### config.mk
export PLATFORM = sky130hd
export DESIGN_NAME = pipe_robot_nav_ctrl
export DESIGN_NICKNAME = d
export VERILOG_FILES = /design/src/rtl/pipe_robot_nav_ctrl.sv
export SDC_FILE = /design/constraint.sdc
export NUM_CORES = 1
export LEC_CHECK = 0
export CORE_ASPECT_RATIO = 1.4
export CORE_MARGIN = 2
export CORE_UTILIZATION = 45
export DETAILED_ROUTE_END_ITERATION = 7
export PLACE_DENSITY = 0.7
export SLEW_MARGIN = 20
export SYNTH_ARGS = -nofsm -noshare
export SYNTH_HDL_FRONTEND = slang
export SYNTH_SLANG_ARGS = --single-unit
### constraint.sdc
create_clock -name clock -period 2.4 [get_ports clock]
set_input_delay 0.72 -clock clock [delete_from_list [all_inputs] [get_ports clock]]
set_output_delay 0.72 -clock clock [all_outputs]
set_load 0.01 [all_outputs]
### src/rtl/pipe_robot_nav_ctrl.sv
// Pipe-cleaner robot navigation controller: one sequencing FSM (sense, decide,
// turn, move, remove) with wall following, grid-bounded tracking and a timeout.
module pipe_robot_nav_ctrl #(
   parameter int GRID_W        = 16,
   parameter int GRID_H        = 16,
   parameter int COORD_W       = 4,
   parameter int HOME_X        = 0,
   parameter int HOME_Y        = 0,
   parameter int STEP_W        = 12,
   parameter int MAX_STEPS     = 1000,
   parameter int REMOVE_CYCLES = 3
) (
   input  logic               clock,
   input  logic               reset,
   input  logic               start,
   input  logic               mode,
   input  logic               head,
   input  logic               side,
   input  logic               barreira,
   input  logic               under,
   output logic               avancar,
   output logic               girar,
   output logic               gir_dir,
   output logic               remover,
   output logic [1:0]         orientacao,
   output logic [COORD_W-1:0] pos_x,
   output logic [COORD_W-1:0] pos_y,
   output logic [STEP_W-1:0]  step_count,
   output logic [7:0]         removed_count,
   output logic               bound_hit,
   output logic               busy,
   output logic               done,
   output logic               timeout
);
   localparam int              RC_W    = (REMOVE_CYCLES > 1) ? $clog2(REMOVE_CYCLES) : 1;
   localparam logic [RC_W-1:0] RC_LAST = RC_W'(REMOVE_CYCLES - 1);
   localparam logic [1:0]      DIR_N   = 2'd0;
   localparam logic [1:0]      DIR_E   = 2'd1;
   localparam logic [1:0]      DIR_S   = 2'd2;

   typedef enum logic [2:0] {
      S_IDLE, S_SENSE, S_DECIDE, S_TURN, S_MOVE, S_REMOVE, S_DONE, S_TIMEOUT
   } state_t;

   state_t          state, state_nxt;
   logic            mode_q, head_q, side_q, barreira_q, under_q;
   logic            turned_flag, turn_dir;
   logic [RC_W-1:0] rem_cnt;
   logic            ahead_ok, dec_turn_dir, dec_flag, dec_bound;

   // Next cell along the current heading still lies inside the grid.
   always_comb begin
      case (orientacao)
         DIR_N:   ahead_ok = pos_y < COORD_W'(GRID_H - 1);
         DIR_E:   ahead_ok = pos_x < COORD_W'(GRID_W - 1);
         DIR_S:   ahead_ok = pos_y != '0;
         default: ahead_ok = pos_x != '0;
      endcase
   end

   always_ff @(posedge clock or posedge reset) begin
      if (reset) state <= S_IDLE;
      else       state <= state_nxt;
   end

   // NOTE: every output of this block gets a default first so no latch is inferred.
   always_comb begin
      state_nxt    = state;
      dec_turn_dir = turn_dir;
      dec_flag     = 1'b0;
      dec_bound    = 1'b0;
      case (state)
         S_IDLE, S_DONE, S_TIMEOUT: if (start) state_nxt = S_SENSE;
         S_SENSE: state_nxt = S_DECIDE;
         S_DECIDE: begin
            if (under_q) begin
               state_nxt = S_DONE;
            end else if (step_count == STEP_W'(MAX_STEPS)) begin
               state_nxt = S_TIMEOUT;
            end else if (!side_q && !turned_flag) begin
               state_nxt    = S_TURN;
               dec_turn_dir = mode_q;      // toward the followed side
               dec_flag     = 1'b1;
            end else if (head_q) begin
               state_nxt    = S_TURN;
               dec_turn_dir = ~mode_q;
            end else if (barreira_q) begin
               state_nxt = S_REMOVE;
            end else if (ahead_ok) begin
               state_nxt = S_MOVE;
            end else begin
               state_nxt    = S_TURN;
               dec_turn_dir = ~mode_q;
               dec_bound    = 1'b1;
            end
         end
         S_TURN, S_MOVE: state_nxt = S_SENSE;
         S_REMOVE: if (rem_cnt == RC_LAST) state_nxt = S_SENSE;
         default: state_nxt = S_IDLE;
      endcase
   end

   // NOTE: sequential state uses non-blocking assignments only.
   always_ff @(posedge clock or posedge reset) begin
      if (reset) begin
         mode_q        <= 1'b0;
         head_q        <= 1'b0;
         side_q        <= 1'b0;
         barreira_q    <= 1'b0;
         under_q       <= 1'b0;
         turned_flag   <= 1'b0;
         turn_dir      <= 1'b0;
         rem_cnt       <= '0;
         orientacao    <= DIR_N;
         pos_x         <= COORD_W'(HOME_X);
         pos_y         <= COORD_W'(HOME_Y);
         step_count    <= '0;
         removed_count <= '0;
         bound_hit     <= 1'b0;
      end else begin
         case (state)
            S_IDLE, S_DONE, S_TIMEOUT: begin
               if (start) begin
                  mode_q        <= mode;
                  turned_flag   <= 1'b0;
                  orientacao    <= DIR_N;
                  pos_x         <= COORD_W'(HOME_X);
                  pos_y         <= COORD_W'(HOME_Y);
                  step_count    <= '0;
                  removed_count <= '0;
                  bound_hit     <= 1'b0;
               end
            end
            S_SENSE: begin
               head_q     <= head;
               side_q     <= side;
               barreira_q <= barreira;
               under_q    <= under;
            end
            S_DECIDE: begin
               turn_dir <= dec_turn_dir;
               rem_cnt  <= '0;
               if (dec_flag)  turned_flag <= 1'b1;
               if (dec_bound) bound_hit   <= 1'b1;
            end
            S_TURN: begin
               orientacao <= turn_dir ? orientacao + 2'd1 : orientacao - 2'd1;
               step_count <= step_count + STEP_W'(1);
            end
            S_MOVE: begin
               case (orientacao)
                  DIR_N:   pos_y <= pos_y + COORD_W'(1);
                  DIR_E:   pos_x <= pos_x + COORD_W'(1);
                  DIR_S:   pos_y <= pos_y - COORD_W'(1);
                  default: pos_x <= pos_x - COORD_W'(1);
               endcase
               step_count  <= step_count + STEP_W'(1);
               turned_flag <= 1'b0;
            end
            S_REMOVE: begin
               rem_cnt <= rem_cnt + RC_W'(1);
               if (rem_cnt == RC_LAST) begin
                  step_count <= step_count + STEP_W'(1);
                  if (removed_count != 8'hFF) removed_count <= removed_count + 8'd1;
               end
            end
            default: ;
         endcase
      end
   end

   assign avancar = (state == S_MOVE);
   assign girar   = (state == S_TURN);
   assign gir_dir = girar & turn_dir;
   assign remover = (state == S_REMOVE);
   assign busy    = !(state inside {S_IDLE, S_DONE, S_TIMEOUT});
   assign done    = (state == S_DONE);
   assign timeout = (state == S_TIMEOUT);

endmodule

Word level (Yosys, flattened, before mapping):

Cells that the tools add are included.

* output and inout port bits: 38
* memories kept: 0
* ROM bits: 0
* latch bits: 0
* RAM bits: 0
* input port bits: 8
* word-level logic and storage cells: 126
* flip-flop bits (word level): 43

* divide/modulo/power cells: 0
* $lt $le $gt $ge: 2
* reduce and logical (&&, ||, !) cells: 29
* equality and inequality tests: 21
* shift-type cells: 0
* multipliers: 0
* muxes and demuxes: 46
* $add $sub $neg: 9
* bitwise gates (word level): 4

Operator list (number)
* 12-bit case mux with 3 select lines: 1
* 4-bit case mux with 2 select lines: 4
* 12-bit two-way mux: 2
* 3-bit two-way mux: 8
* 8-bit two-way mux: 3
* 1-bit two-way mux: 18
* 8-bit case mux with 2 select lines: 1
* 3-bit case mux with 5 select lines: 1
* 3-bit AND reduction: 5
* 12-bit by 1-bit adder with 12-bit output, second input constant: 1
* 12-bit by 10-bit equality test with 1-bit output, second input constant: 1
* 3-bit equality test, second input constant: 4
* 2-bit nonzero test: 5
* 3-bit nonzero test: 3
* 4-bit by 1-bit adder with 4-bit output, second input constant: 2
* 8-bit by 1-bit adder with 8-bit output, second input constant: 1
* 4-bit less-than comparator, second input constant: 2
* 2-bit != test, second input constant: 4
* 8-bit != test, second input constant: 1
* 2-bit case mux with 2 select lines: 2
* 4-bit nonzero test: 2
* 4-bit by 1-bit subtractor with 4-bit output, second input constant: 2
* 3-bit by 2-bit equality test with 1-bit output, second input constant: 2
* 3-bit by 2-bit != test with 1-bit output, second input constant: 2
* other kinds (22): 34

Logic depth before layout (Yosys ltp):

Gate-level depths: netlist of the first run.

* depth in word-level cells: 11
* gate-level depth with buffers: 9
* gate-level depth less buffers: 9

Worst setup path before layout of the first run:

Ideal clock, no wire load.

* path kind: input to register
* start: input start
* end: register removed_count[7]
* path slack: 0.335 ns
* buffers on the path: 1
* setup time: 0.078 ns
* data required time: 2.322 ns
* stages: 6
* arrival: 1.988 ns
* cells stage by stage: clkbuf_1 -> nor2b_1 -> o21ai_2 -> o211ai_2 -> or4_1 -> a21oi_1

* cells in the longest elaborated chain, start to end: 2

RTL lines
* from (decl): RTL line 15 `input logic start,`
* 2-bit != test (no source line)
* 4-bit AND reduction (no source line)
* to (signal assigned): RTL line 164 `if (removed_count != 8'hFF) removed_count <= removed_count + 8'd1;`
* to (decl): RTL line 29 `output logic [7:0] removed_count,`

No other way between the ends.
A chain may end at the register's enable or synchronous reset.

Worst setup path in the final report of the first run:

* start: register state[0]
* end: output avancar

* cells in the longest elaborated chain, start to end: 1

RTL lines
* from (decl): RTL line 45 `state_t state, state_nxt;`
* from (signal assigned): RTL line 63 `else state <= state_nxt;`
* 3-bit equality test: RTL line 172 `assign avancar = (state == S_MOVE);`
* to (decl): RTL line 21 `output logic avancar,`

No other way between the ends.

==> impl_metrics.env, run 1 <==
export IMPL_status="finished clean"
export IMPL_layout_common_cells="clkdlybuf4s50_1, dfrtp_1, nand2_1, nor2_1, o21ai_0"
export IMPL_drt_first_iter_violations=144
export IMPL_syn_num_nets=294
export IMPL_cts_root_buf="clkbuf_8"
export IMPL_synth_area_leaders="dfrtp_1, ha_1, nand2_1, o21ai_0, nor2_1"
export IMPL_grt_usage=0.204
export IMPL_placed_cells=391
export IMPL_setup_worst_path_start_class="register"
export IMPL_core_rowCount=32
export IMPL_p_per_area_nw_per_um2=1080
export IMPL_grt_pass1_wl_mm=9.89
export IMPL_ir_worst_vdd_mv=0.620
export IMPL_critPathKind="register to primary output"
export IMPL_grt_max_degree=44
export IMPL_synth_compound_area_frac=0.172
export IMPL_yosys_area_share_simple=0.212
export IMPL_syn_inst=272
export IMPL_synth_avg_cell_area_um2=9.38
export IMPL_synth_top_area_frac=0.422
export IMPL_fin_tns_setup_ns=0
export IMPL_seqPwrFrac=0.337
export IMPL_clkLatencyLatePin_ns=0.30
export IMPL_areaGrowthSynthToFinish_pct=29.5
export IMPL_arrival_ns=1.62
export IMPL_grt_overflow=0
export IMPL_setup_worst_path_end_class="primary output"
export IMPL_cts_inserted_buffers=5
export IMPL_globalplace_congestion=0.804
export IMPL_fillCellCount=507
export IMPL_ys_types=47
export IMPL_nets=358
export IMPL_ioPinCount=46
export IMPL_whs_ns=0.517
export IMPL_fin_skew_ns=0.00784
export IMPL_switchingPower_mw=1.44
export IMPL_pwr_share_clk=0.146
export IMPL_synth_async_reset_ratio=1.00
export IMPL_synth_xor_area_frac=0.0549
export IMPL_synth_seq_cells=43
export IMPL_htree_levels=2
export IMPL_antenna_found_initial=0
export IMPL_ant_nets=0
export IMPL_p_int_mw=2.11
export IMPL_diodes=0
export IMPL_dr_pass1_iters=4
export IMPL_synth_area_mux_share=0.0265
export IMPL_grt_pass1_vias=2232
export IMPL_dpl_hpwl_mm=4.30
export IMPL_core_region_area_um2=5490
export IMPL_final_cells=405
export IMPL_comb_power_share=0.517
export IMPL_synth_top_family_by_area="simple AND/OR/NAND/NOR gates"
export IMPL_yosys_area_top_type="dfrtp_1"
export IMPL_drive_gt1_frac=0.136
export IMPL_final_common_cell="clkdlybuf4s50_1"
export IMPL_netlist_area_um2=2550
export IMPL_stdcell_area_um2=3300
export IMPL_avgRoutedWirePerCell_um=14.3
export IMPL_final_core_util=0.602
export IMPL_drv_slew=0
export IMPL_die_h_um=93.1
export IMPL_cts_sinks=43
export IMPL_drv_cap=0
export IMPL_dieArea_um2=6300
export IMPL_clock_path_buffers=2
export IMPL_routed_via_density=5.47
export IMPL_final_period_utilization=0.975
export IMPL_die_w_um=67.6
export IMPL_cp_max_fo=5
export IMPL_synth_main_ff_cell="dfrtp_1"
export IMPL_fmax_mhz=427
export IMPL_period_needed_ns=2.34
export IMPL_finalSetupViolations=0
export IMPL_power_leakage_nw=1.45
export IMPL_ys_seq_area_frac=0.422
export IMPL_cts_tree="done"
export IMPL_port_buffers=45
export IMPL_tightest_slew_ns=0.588
export IMPL_synth_edf_count=0
export IMPL_num_vias=2217
export IMPL_swShare=0.407
export IMPL_dpl_cell_area_um2=3140
export IMPL_hp_class="register to register"
export IMPL_yosysWarnings=0
export IMPL_drc=0
export IMPL_holdBufCountCts=0
export IMPL_rsz0062_at_grt="no"
export IMPL_cp_required_ns=1.68
export IMPL_hold_viol_final=0
export IMPL_synthAdderAreaFrac=0.0745
export IMPL_slew_headroom=0.605
export IMPL_wirelength_mm=5.79
export IMPL_start_util=0.465
export IMPL_clk_pin_slew_ns=0.09
## power groups by stage
| stage | Sequential (mW) | Clock (mW) | Combinational, mW |
|---|---|---|---|
| 6_report | 1.20 | 0.519 | 1.84 |
| 5_1_grt | 1.23 | 0.555 | 2.05 |
| 4_1_cts | 1.19 | 0.532 | 1.85 |
| 3_5_place_dp | 1.22 | 0 | 1.75 |
| 3_3_place_gp | 1.22 | 0 | 1.71 |
| 2_1_floorplan | 1.18 | 0 | 1.13 |
## sequential cells by signal, indices dropped and copies added (netlist names)
| signal | cells |
|---|---|
| step_count | 12 |
| removed_count | 8 |
| pos_x | 4 |
| pos_y | 4 |
| state | 3 |
| orientacao | 2 |
| rem_cnt | 2 |
| barreira_q | 1 |
| bound_hit | 1 |
| head_q | 1 |
| mode_q | 1 |
| side_q | 1 |
| turn_dir | 1 |
| turned_flag | 1 |
| under_q | 1 |
## worst max-delay path, cell delays in order (launching register included)
cell,delay (ns)
dfrtp_2,0.45
nor2_2,0.16
and2_4,0.17
clkdlybuf4s50_1,0.53
## cells in the mapped netlist, types with 4 or more instances
library cell and n:
o21ai_0 20, mux2_2 5, xor2_1 9, a21o_1 4, o21a_1 5, nand2_1 29, o31ai_1 4, or3_1 4
and2_1 4, a21oi_1 12, nand4_1 8, nand3_1 7, dfrtp_1 43, nor2_1 22, inv_1 17, ha_1 12
a211oi_1 4, xnor2_1 7, and3_1 4
## what timing repair did
item                                    in CTS  in global routing
endpoints found under the setup margin       6                  1
buffers inserted                             6                  0
resized for setup                            8                  2
endpoints found under the hold margin        0                  0
pin swaps                                    0                  0
## path summary, 6_finish.rpt
check / start / end / slack (ns) / cells after the start
max: state[0] / avancar / 0.06 / 3
min: rem_cnt[0] / rem_cnt[0] / 0.52 / 1
max reg2reg: state[1] / turn_dir / 0.31 / 7
min reg2reg: rem_cnt[0] / rem_cnt[0] / 0.52 / 1
max in group asynchronous: reset / state[2] / 1.14 / 3
min in group asynchronous: reset / removed_count[6] / 0.87 / 3
## final cells by class
class	instances	area [um2]	area share
multi-input cells	206	1390	0.422
flip-flops and latches	43	1080	0.327
repair buffers	63	578	0.175
clock buffers	7	96.3	0.0292
well taps	68	85.1	0.0258
inverters	17	63.8	0.0193
clock inverters	1	7.51	0.00227
## metal layers
layer  vias up  share of wire  track usage
li1       1093              -            -
met3        11          0.031       0.0277
met1      1076           0.41        0.234
met4         0          0.020       0.0782
met5         -              0            0
met2        37           0.54        0.368
## logic make-up after synthesis
family	after synthesis
flops	43
buf+inv	23
xor+xnor	16
simple gates	104
fa+ha+maj	14
mux	6
compound gates	66
## stage by stage
stage	worst slack [ns]	total power [mW]
final	0.0600	3.55
after global routing	0.00399	3.83
after CTS	0.00704	3.57
after detailed placement	0.0438	2.97
after global placement	0.0701	2.93
after floorplan	0.335	2.31
No activity file was read; power rests on OpenSTA's default activity.
==> run 2: changes to the inputs <==
Clock period 2.4 ns to 2.9 ns, I/O delays scaled along.
==> impl_metrics.env, run 2 (synthesis results as in run 1) <==
export IMPL_crit_family="buffers and inverters"
export IMPL_hold_path_end="rem_cnt[1]"
export IMPL_drv_cap=0
export IMPL_drc=0
export IMPL_dpl_hpwl_mm=4.24
export IMPL_holdBufCountCts=0
export IMPL_cp_required_ns=2.03
export IMPL_r2r_start="state[2]"
export IMPL_antenna_found_initial=0
export IMPL_rsz0062_at_grt="no"
export IMPL_switchingPower_mw=1.14
export IMPL_setup_worst_path_end_class="primary output"
export IMPL_dp_worst_setup_slack_ns=0.272
export IMPL_drt_first_iter_violations=102
export IMPL_ioPinCount=46
export IMPL_diodes=0
export IMPL_pwr_share_clk=0.130
export IMPL_fmax_mhz=368
export IMPL_final_period_utilization=0.938
export IMPL_layout_common_cells="clkdlybuf4s50_1, dfrtp_1, nand2_1, nor2_1, o21ai_0"
export IMPL_port_buffers=45
export IMPL_core_rowCount=32
export IMPL_setup_worst_path_start_class="register"
export IMPL_routed_via_density=5.63
export IMPL_clock_path_buffers=2
export IMPL_reg_largest_list="step_count (12), removed_count (8)"
export IMPL_hold_viol_final=0
export IMPL_avgRoutedWirePerCell_um=14.5
export IMPL_grt_max_degree=44
export IMPL_start_util=0.465
export IMPL_fin_tns_setup_ns=0
export IMPL_r2r_end="turn_dir"
export IMPL_slew_headroom=0.581
export IMPL_comb_power_share=0.499
export IMPL_grt_overflow=0
export IMPL_dr_pass1_iters=6
export IMPL_cp_max_fo=11
export IMPL_reg2reg_slack_ns=0.74
export IMPL_top_register="step_count"
export IMPL_num_vias=2196
export IMPL_swShare=0.416
export IMPL_wirelength_mm=5.65
export IMPL_hp_class="register to register"
export IMPL_final_common_cell="clkdlybuf4s50_1"
export IMPL_fin_total_pwr_mw=2.74
export IMPL_grt_usage=0.198
export IMPL_finalSetupViolations=0
export IMPL_status="finished clean"
export IMPL_cts_inserted_buffers=5
export IMPL_ff2ff_path_depth=6
export IMPL_drive_gt1_frac=0.0776
export IMPL_path_buf_inv=2
export IMPL_drv_slew=0
export IMPL_path_cells="buf_4, and2_1, clkdlybuf4s50_1"
export IMPL_globalplace_congestion=0.805
export IMPL_grt_pass1_wl_mm=9.54
export IMPL_grt_pass1_vias=2083
export IMPL_critPathKind="register to primary output"
export IMPL_clkLatencyLatePin_ns=0.30
export IMPL_post_cts_buffers=0
export IMPL_nets=345
export IMPL_cts_resized=0
export IMPL_areaGrowthSynthToFinish_pct=24.0
export IMPL_cts_tree="done"
export IMPL_die_h_um=93.1
export IMPL_power_leakage_nw=1.37
export IMPL_die_w_um=67.6
export IMPL_arrival_ns=1.85
export IMPL_htree_levels=2
export IMPL_p_per_area_nw_per_um2=867
export IMPL_core_region_area_um2=5490
export IMPL_hp_start="rem_cnt[1]"
export IMPL_clk_pin_slew_ns=0.08
export IMPL_ant_nets=0
export IMPL_largest_reg_flops=12
export IMPL_ir_worst_vdd_mv=0.513
export IMPL_dieArea_um2=6300
export IMPL_cp_slowest_cell="dfrtp_1"
export IMPL_cts_sinks=43
export IMPL_p_int_mw=1.60
export IMPL_seqPwrFrac=0.371
export IMPL_period_needed_ns=2.72
export IMPL_worst_slack_ns=0.180
export IMPL_fin_skew_ns=0.00871
export IMPL_cts_root_buf="clkbuf_8"
export IMPL_tightest_slew_ns=0.624
export IMPL_hold_path_cell_count=2
export IMPL_slowest_delay_ns=0.58
==> run 2: cell count changes in the layout (fill, tap and decap cells not counted), moves of 2 or more <==
cell             delta
clkdlybuf4s50_1     +3
dfrtp_1             +3
buf_4              -12
clkbuf_8            -2
dfrtp_2             -3
dlygate4sd2_1       -3
==> run 2: worst max-delay path by stage <==
stage,startpoint,end,slack (ns),depth (start not counted)
floorplan,start,removed_count[7],0.68,6
global placement,start,removed_count[7],0.34,6
detailed placement,start,removed_count[7],0.27,6
CTS,state[2],avancar,0.16,3
global route,state[2],gir_dir,0.09,4
finish,state[2],avancar,0.18,3
==> run 2: layout make-up <==
class                   instances  area, um2
clock buffers                   6       72.6
fillers                       486       2320
inverters                      17       63.8
multi-input cells             206       1380
flip-flops and latches         43       1080
well taps                      68       85.1
repair buffers                 50        488
==> run 2: stage by stage <==
| step | instances | instance area, um2 | utilization | hold slack, ns |
|---|---|---|---|---|
| after floorplan | 272 | 2550 | - | 0.454 |
| after global placement | 384 | 3090 | 0.563 | 0.471 |
| after detailed placement | 384 | 3090 | 0.563 | 0.480 |
| after CTS | 390 | 3160 | 0.577 | 0.498 |
| after global routing | 390 | 3160 | 0.577 | 0.536 |
| final | 390 | 3160 | 0.577 | 0.494 |
==> run 2: power by group through the flow <==
stage                     clock network, mW  registers, mW  logic (mW)
after floorplan                           0          0.977       0.932
after global placement                    0           1.02        1.34
after detailed placement                  0           1.03        1.38
after CTS                             0.368           1.02        1.39
after global routing                  0.384           1.05        1.53
final                                 0.357           1.02        1.37
==> run 2: worst register-to-register path: cells and delay by family (launching register included) <==
kind                   cells  cell delay [ns]
AND/OR/NAND/NOR            3             0.76
buffers and inverters      1             0.23
flip-flops                 1             0.52
multiplexers               1             0.35
AO/OA/AOI/OAI              1             0.19
==> run 2: routing by layer <==
layer  global-route usage  share of wire  vias up
met5                    0              0        -
met4               0.0612          0.014        0
met3               0.0349          0.035        6
met2                0.365           0.55       41
met1                0.222           0.40     1083
li1                     -              -     1066
==> run 3: changes to the inputs <==
Clock period 2.9 ns to 3.1 ns, I/O delays scaled along.
==> impl_metrics.env, run 3 (synthesis results as in run 1) <==
export IMPL_status="finished clean"
export IMPL_path_buf_inv=2
export IMPL_avgRoutedWirePerCell_um=14.2
export IMPL_core_region_area_um2=5490
export IMPL_core_rowCount=32
export IMPL_cts_sinks=43
export IMPL_start_util=0.465
export IMPL_globalplace_congestion=0.828
export IMPL_grt_max_degree=44
export IMPL_crit_family="buffers and inverters"
export IMPL_largest_reg_flops=12
export IMPL_htree_levels=2
export IMPL_ff2ff_path_depth=7
export IMPL_cts_root_buf="clkbuf_8"
export IMPL_p_per_area_nw_per_um2=836
export IMPL_final_core_util=0.582
export IMPL_num_vias=2159
export IMPL_tightest_slew_ns=0.619
export IMPL_areaGrowthSynthToFinish_pct=25.2
export IMPL_ir_worst_vdd_mv=0.474
export IMPL_hold_viol_final=0
export IMPL_r2r_start="step_count[0]"
export IMPL_cp_max_fo=13
export IMPL_grt_pass1_vias=2089
export IMPL_ant_nets=0
export IMPL_drive_gt1_frac=0.0807
export IMPL_drv_slew=0
export IMPL_dr_pass1_iters=4
export IMPL_startpoint="state[1]"
export IMPL_met1_length_mm=2.26
export IMPL_diodes=0
export IMPL_drv_cap=0
export IMPL_clk_pin_slew_ns=0.08
export IMPL_arrival_ns=1.95
export IMPL_whs_ns=0.507
export IMPL_hp_start="mode_q"
export IMPL_rsz0062_at_grt="no"
export IMPL_regArea_um2=1080
export IMPL_grt_pass1_wl_mm=9.61
export IMPL_nets=343
export IMPL_die_w_um=67.6
export IMPL_cp_slowest_cell="dfrtp_1"
export IMPL_fmax_mhz=347
export IMPL_wirelength_mm=5.56
export IMPL_finalSetupViolations=0
export IMPL_power_leakage_nw=1.38
export IMPL_fin_skew_ns=0.00573
export IMPL_routed_via_density=5.54
export IMPL_hold_path_cell_count=2
export IMPL_reg_largest_list="step_count (12), removed_count (8)"
export IMPL_worst_path_stages=4
export IMPL_cp_endpoint="gir_dir"
export IMPL_grt_overflow=0
export IMPL_period_needed_ns=2.88
export IMPL_cts_inserted_buffers=5
export IMPL_fin_tns_setup_ns=0
export IMPL_holdBufCountCts=0
export IMPL_slowest_delay_ns=0.55
export IMPL_path_cells="nand3b_1, inv_1, and2_1, clkdlybuf4s50_1"
export IMPL_setup_worst_path_end_class="primary output"
export IMPL_clkLatencyLatePin_ns=0.30
export IMPL_final_cells=390
export IMPL_r2r_end="turn_dir"
export IMPL_top_register="step_count"
export IMPL_clock_path_buffers=2
export IMPL_final_period_utilization=0.929
export IMPL_antenna_found_initial=0
export IMPL_dpl_hpwl_mm=4.19
export IMPL_dieArea_um2=6300
export IMPL_ioPinCount=46
export IMPL_post_cts_buffers=0
export IMPL_cts_tree="done"
export IMPL_drc=0
export IMPL_cp_required_ns=2.17
export IMPL_hp_class="register to register"
export IMPL_grt_usage=0.198
export IMPL_met3_length_um=197
export IMPL_layout_common_cells="clkdlybuf4s50_1, dfrtp_1, nand2_1, nor2_1, o21ai_0"
export IMPL_die_h_um=93.1
export IMPL_final_common_cell="clkdlybuf4s50_1"
export IMPL_cts_resized=0
export IMPL_reg2reg_slack_ns=1.00
export IMPL_setup_worst_path_start_class="register"
export IMPL_port_buffers=45
export IMPL_multi_input_area_um2=1380
export IMPL_placed_cells=382
export IMPL_route_met2_wl_mm=3.04
export IMPL_slew_headroom=0.584
export IMPL_fillCellCount=512
export IMPL_dr_max_layer_used="met4"
export IMPL_drt_first_iter_violations=167
export IMPL_critPathKind="register to primary output"
[run 3: cell count changes in the layout (fill, tap and decap cells not counted), sizes merged]
cell,delta
buf,-2
bufinv,+1
clkinv,+1
[run 3: how the worst min path moves through the flow]
stage	slack, ns	to
floorplan	0.45	rem_cnt[1]
global placement	0.47	rem_cnt[1]
detailed placement	0.49	rem_cnt[0]
CTS	0.50	rem_cnt[0]
global route	0.54	rem_cnt[1]
finish	0.51	mode_q
[run 3: routing by layer]
metal / vias up / track usage
li1: 1064 / -
met1: 1047 / 0.231
met2: 44 / 0.352
met3: 4 / 0.0397
met4: 0 / 0.0663
met5: - / 0
[run 3: worst reg2reg max path: cells and delay by family (launching register included)]
kind | cells | cell delay [ns]
simple gates | 3 | 0.76
flops | 1 | 0.45
mux | 1 | 0.34
fa+ha+maj | 1 | 0.19
compound gates | 1 | 0.18
buf+inv | 1 | 0.07
[run 3: report_power, final]
group | internal [mW] | switching [mW]
Sequential | 0.721 | 0.215
Clock | 0.261 | 0.192
Combinational | 0.621 | 0.661
Total | 1.60 | 1.07
[run 3: cell type report]
type                    instances  area share
well taps                      68      0.0266
multi-input cells             206       0.431
inverters                      17      0.0200
flip-flops and latches         43       0.337
clock buffers                   6      0.0259
clock inverters                 2      0.0110
repair buffers                 48       0.148
[run 3: stage by stage]
stage / cell area [um2] / total power [mW] / setup slack, ns
2_1_floorplan: 2550 / 1.79 / 0.825
3_3_place_gp: 3080 / 2.20 / 0.355
3_5_place_dp: 3080 / 2.24 / 0.252
4_1_cts: 3190 / 2.71 / 0.205
5_1_grt: 3190 / 2.90 / 0.0846
6_report: 3190 / 2.67 / 0.219
